**src/rtl/board_clock_report_uart.sv**
```systemverilog
// rtl/board_clock_report_uart.sv - prints latched clock counts as one ASCII hex line per snapshot on a UART TX line
module board_clock_report_uart #(
    parameter int NUM_CH    = 3,
    parameter int CNT_WIDTH = 16,
    parameter int BAUD_DIV  = 564
) (
    input  logic                          clk,
    input  logic                          rst,
    input  logic                          snap_i,
    input  logic [NUM_CH*CNT_WIDTH-1:0]   count_i,
    output logic                          tx_o,
    output logic                          busy_o,
    output logic                          overrun_o
);

    localparam int DIGITS = CNT_WIDTH / 4;
    localparam int POS_W  = $clog2(DIGITS + 4);
    localparam int BAUD_W = $clog2(BAUD_DIV);

    localparam logic [BAUD_W-1:0] BAUD_LAST = BAUD_W'(BAUD_DIV - 1);
    localparam logic [3:0]        CH_LAST   = 4'(NUM_CH - 1);
    localparam logic [POS_W-1:0]  POS_SEP   = POS_W'(DIGITS + 2);
    localparam logic [POS_W-1:0]  POS_LF    = POS_W'(DIGITS + 3);

    typedef enum logic [2:0] {
        S_IDLE,
        S_FETCH,
        S_START,
        S_DATA,
        S_STOP
    } state_t;

    state_t                        state;
    state_t                        state_next;
    logic [NUM_CH*CNT_WIDTH-1:0]   shadow;
    logic [3:0]                    ch;
    logic [POS_W-1:0]              pos;
    logic [7:0]                    char_reg;
    logic                          last_char;
    logic [BAUD_W-1:0]             baud_cnt;
    logic [2:0]                    bit_idx;
    logic                          baud_end;
    logic                          tx_next;
    logic [CNT_WIDTH-1:0]          ch_val;
    logic [3:0]                    nib;
    logic [7:0]                    hex_char;
    logic [7:0]                    char_sel;
    logic                          is_last;

    assign baud_end = (baud_cnt == BAUD_LAST);

    // Character generator: (channel, position-in-channel) picks the next ASCII byte of the line
    always_comb begin
        ch_val   = '0;
        nib      = ch;
        char_sel = 8'h3F;
        for (int k = 0; k < NUM_CH; k++) begin
            if (ch == 4'(k)) begin
                ch_val = shadow[k*CNT_WIDTH +: CNT_WIDTH];
            end
        end
        for (int j = 0; j < DIGITS; j++) begin
            if (pos == POS_W'(j + 2)) begin
                nib = ch_val[(DIGITS-1-j)*4 +: 4];
            end
        end
        hex_char = (nib < 4'd10) ? (8'h30 + {4'h0, nib}) : (8'h37 + {4'h0, nib});
        if (pos == POS_W'(1)) begin
            char_sel = 8'h3A;
        end else if (pos == POS_SEP) begin
            char_sel = (ch == CH_LAST) ? 8'h0D : 8'h20;
        end else if (pos == POS_LF) begin
            char_sel = 8'h0A;
        end else begin
            char_sel = hex_char;
        end
        is_last = (ch == CH_LAST) && (pos == POS_LF);
    end

    // State register
    always_ff @(posedge clk or posedge rst) begin
        if (rst) begin
            state <= S_IDLE;
        end else begin
            state <= state_next;
        end
    end

    // Next state and next TX level; IDLE with busy set is the one-cycle latch step before FETCH
    always_comb begin
        state_next = state;
        tx_next    = 1'b1;
        case (state)
            S_IDLE: begin
                if (busy_o) begin
                    state_next = S_FETCH;
                end
            end
            S_FETCH: begin
                state_next = S_START;
                tx_next    = 1'b0;
            end
            S_START: begin
                tx_next = 1'b0;
                if (baud_end) begin
                    state_next = S_DATA;
                    tx_next    = char_reg[0];
                end
            end
            S_DATA: begin
                tx_next = char_reg[bit_idx];
                if (baud_end) begin
                    if (bit_idx == 3'd7) begin
                        state_next = S_STOP;
                        tx_next    = 1'b1;
                    end else begin
                        tx_next = char_reg[3'(bit_idx + 3'd1)];
                    end
                end
            end
            S_STOP: begin
                if (baud_end) begin
                    state_next = last_char ? S_IDLE : S_FETCH;
                end
            end
            default: begin
                state_next = S_IDLE;
            end
        endcase
    end

    // Datapath: snapshot acceptance, character stepping, bit timing and the registered TX line
    always_ff @(posedge clk or posedge rst) begin
        if (rst) begin
            tx_o      <= 1'b1;
            busy_o    <= 1'b0;
            overrun_o <= 1'b0;
            shadow    <= '0;
            ch        <= '0;
            pos       <= '0;
            char_reg  <= '0;
            last_char <= 1'b0;
            baud_cnt  <= '0;
            bit_idx   <= '0;
        end else begin
            tx_o <= tx_next;
            if (snap_i) begin
                if (busy_o) begin
                    overrun_o <= 1'b1;
                end else begin
                    shadow <= count_i;
                    busy_o <= 1'b1;
                    ch     <= '0;
                    pos    <= '0;
                end
            end
            if (state == S_FETCH) begin
                char_reg  <= char_sel;
                last_char <= is_last;
                if (pos == POS_SEP && ch != CH_LAST) begin
                    ch  <= ch + 4'd1;
                    pos <= '0;
                end else begin
                    pos <= pos + POS_W'(1);
                end
            end
            if (state == S_START || state == S_DATA || state == S_STOP) begin
                baud_cnt <= baud_end ? '0 : baud_cnt + BAUD_W'(1);
            end else begin
                baud_cnt <= '0;
            end
            if (state == S_DATA) begin
                if (baud_end) begin
                    bit_idx <= bit_idx + 3'd1;
                end
            end else begin
                bit_idx <= '0;
            end
            // The end-of-line clear wins over a same-edge snap, which was already counted as overrun
            if (state == S_STOP && baud_end && last_char) begin
                busy_o <= 1'b0;
            end
        end
    end

endmodule

```
**config.mk**
```make
export PLATFORM = sky130hd
export DESIGN_NAME = board_clock_report_uart
export DESIGN_NICKNAME = d
export VERILOG_FILES = /design/src/rtl/board_clock_report_uart.sv
export SDC_FILE = /design/constraint.sdc
export NUM_CORES = 1
export LEC_CHECK = 0
export CAP_MARGIN = 20
export CORE_ASPECT_RATIO = 0.75
export CORE_MARGIN = 2
export CORE_UTILIZATION = 29
export CTS_CLUSTER_DIAMETER = 50
export DETAILED_ROUTE_END_ITERATION = 8
export GPL_ROUTABILITY_DRIVEN = 0
export MAX_ROUTING_LAYER = met4
export PLACE_DENSITY = 0.46
export RECOVER_POWER = 100
export SYNTH_ARGS = -nofsm -noshare
export SYNTH_HDL_FRONTEND = slang
export SYNTH_SLANG_ARGS = --single-unit
export TNS_END_PERCENT = 30
```
**constraint.sdc**
```tcl
create_clock -name clk -period 2.62 [get_ports clk]
set_input_delay 0.655 -clock clk [delete_from_list [all_inputs] [get_ports clk]]
set_output_delay 0.655 -clock clk [all_outputs]
set_load 0.01 [all_outputs]
```
==> metrics.txt <==
Hold Fails Final Rpt=0; Max-Cap Viols=0; share of power burned in registers=41.8%; clock tree sinks=82; Area Growth Syn to Fin=28.5%; via count=3600; Sw Share=32.9%; post-route antenna net violation count=0; initial antenna violation count=0; number of global-route vias before repair=3507; I/O Buffers=53; Final Routed Wirelength=11.2 mm; number of placed I/O pins=54; top_reg_cell synth=dfrtp_1; Max VDD drop=0.356 mV; clock share of power=29.4%; cell-internal power=0.00270 W; Setup-failing EPs final=0; Cells after Synth=487; clk_skew=9.58 ps; max reg flops=48; Pleak=2.45 nW; GRT overflow=0; slew margin rel.=23.8%; Final min period=2520 ps; combinational power share=28.7%; Synth Area per Inst=8.74 um^2; TritonCTS clock tree=done; H-tree depth=3; Synth area leaders=dfrtp_1 48%, nand2_1 14%, ha_1 4.1%; Iter 0 DRT Violations=217; CP Max Fanout=4; fillcell total=1485; cell area after synthesis=4260 um^2; Tightest Pin Transition=1140 ps; Core Region=14400 um^2; r2r setup slk=100 ps; Die Ht=109 um; initial core utilization=29.6%; CP startpoint kind=flop; syn_nets=552; leading cell type in the layout, fill and taps excluded=nand2_1; HP Class=reg -> reg; Worst-Skew Late Latency=340 ps; sequential share of the synthesized area=48.2%; status=finished clean; die area=15700 um^2; Yosys reg bits=82; TritonRoute pass-1 iters=4; count of pins over their slew limit=0; Tcrit/Tclk final=96.1%; FFs w/ async S/R, synth=100%; layout cells sized above 1=11.3%; number of remaining DRC errors=0; Synth Warn #=0; overall routing resource usage=15.8%; Post-synth EDFFs=0; FMAX=0.397 GHz; TritonCTS buffer count=9; Hold WS=453 ps; fin nets=618; RSZ-0062 raised after global routing=yes; num rows=38; WL/cell=14.9 um; area leader, netlist=dfrtp_1; Vias/cell=4.76; CP arrival=2740 ps; share of the synthesized area in the top cell type=47.6%; Req. time, crit path=2840 ps; clock-pin transition on the worst setup and hold timing paths=60 ps; fin util=38.0%; Die Width=144 um; hpwl dp=8.34 mm; critical path type=reg -> reg; Antenna diodes=0; most frequent cells in the layout=158 x nand2_1, 81 x dfrtp_1, 48 x clkdlybuf4s50_1; Clock Tree Buf Depth=2; fin cells=757; sw power=0.00132 W; first-pass GRT wire length=18.5 mm; largest net degree at the start of global routing=83; PD cells=735 nW/um^2; root buf cell=clkbuf_16; crit end category=flop; Yosys cell types=56; placed instance count=738
==> Yosys cell counts (all sizes together), types with 3 or more instances <==
cell    count
nand2     158
dfrtp      81
nor2       31
o21ai      28
clkbuf     20
nand3      19
a21oi      18
inv        15
ha         14
a221oi     10
nand2b      7
xor2        7
o21bai      6
buf         5
nand3b      5
nor2b       5
mux2i       4
xnor2       4
a211oi      3
a21o        3
a221o       3
o32ai       3
==> area by class of cell <==
class / instances / area (um^2) / area share, %
timing repair buffer: 80 / 746 / 13.6
sequential: 82 / 2050 / 37.5
multi-input combinational: 365 / 2090 / 38.1
tap: 200 / 250 / 4.57
clock buffer: 9 / 225 / 4.12
inverter: 15 / 60.1 / 1.10
clock inverter: 6 / 50.0 / 0.915
==> per-layer routing <==
metal	wire [um]	vias to the layer above	track usage [%]
met3	664	6	3.91
met4	91	0	2.73
met2	4360	76	20.7
met5	0	-	-
met1	6120	1734	24.5
li1	-	1784	-
==> final timing paths <==
path                       cells after the start                      end                  start
setup / recovery                              10  char_reg[2]$_DFFE_PP0P_     pos[0]$_DFFE_PP0P_
hold / removal                                 1    overrun_o$_DFFE_PP0P_  overrun_o$_DFFE_PP0P_
setup reg to reg                              10  char_reg[2]$_DFFE_PP0P_     pos[0]$_DFFE_PP0P_
hold reg to reg                                1    overrun_o$_DFFE_PP0P_  overrun_o$_DFFE_PP0P_
max in group asynchronous                      3   shadow[45]$_DFFE_PP0P_                    rst
min in group asynchronous                      3    overrun_o$_DFFE_PP0P_                    rst
==> metrics by stage <==
stage | power [W] | TNS (ps) | worst slack [ps] | area (um^2)
finish | 0.00402 | 0 | 101 | 5470
global route | 0.00430 | -85.2 | -36.3 | 5470
CTS | 0.00401 | 0 | 0.251 | 5440
detailed placement | 0.00279 | -10.1 | -10.1 | 5160
global placement | 0.00277 | 0 | 52.0 | 5160
floorplan | 0.00236 | -8.74 | -8.74 | 4260
==> kinds of logic (layout without fill, tap and decap cells) <==
logic type,Yosys count,in the layout,synth area share (%)
buf+inv,40,110,3.64
xor+xnor,11,11,2.26
compound gates,93,93,14.9
fa+ha+maj,14,14,4.11
simple gates,240,240,24.6
mux,7,7,2.26
flops,82,82,48.2
==> critical path, stage by stage, from the launching register on <==
cell and delay, ps:
dfrtp_1 400, inv_1 80, ha_1 220, or2_2 300, a21oi_1 170, o32ai_1 120, or4_1 510, ha_2 210
and4b_1 200, a21oi_1 130, o21ai_1 70
==> power by group through the flow <==
stage / sequential [W] / combinational, W / clock (W)
floorplan: 0.00163 / 0.000738 / 0
global placement: 0.00170 / 0.00107 / 0
detailed placement: 0.00170 / 0.00109 / 0
CTS: 0.00168 / 0.00110 / 0.00123
global route: 0.00171 / 0.00131 / 0.00128
finish: 0.00168 / 0.00116 / 0.00118
==> timing repair <==
| action | CTS | global route |
|---|---|---|
| buffers inserted | 1 | 3 |
| gates resized for setup | 1 | 13 |
| setup endpoints to repair | 1 | 7 |
| pin swaps | 0 | 3 |
| hold buffers | 0 | 0 |
Note: power is estimated with default switching activity, not from simulation.
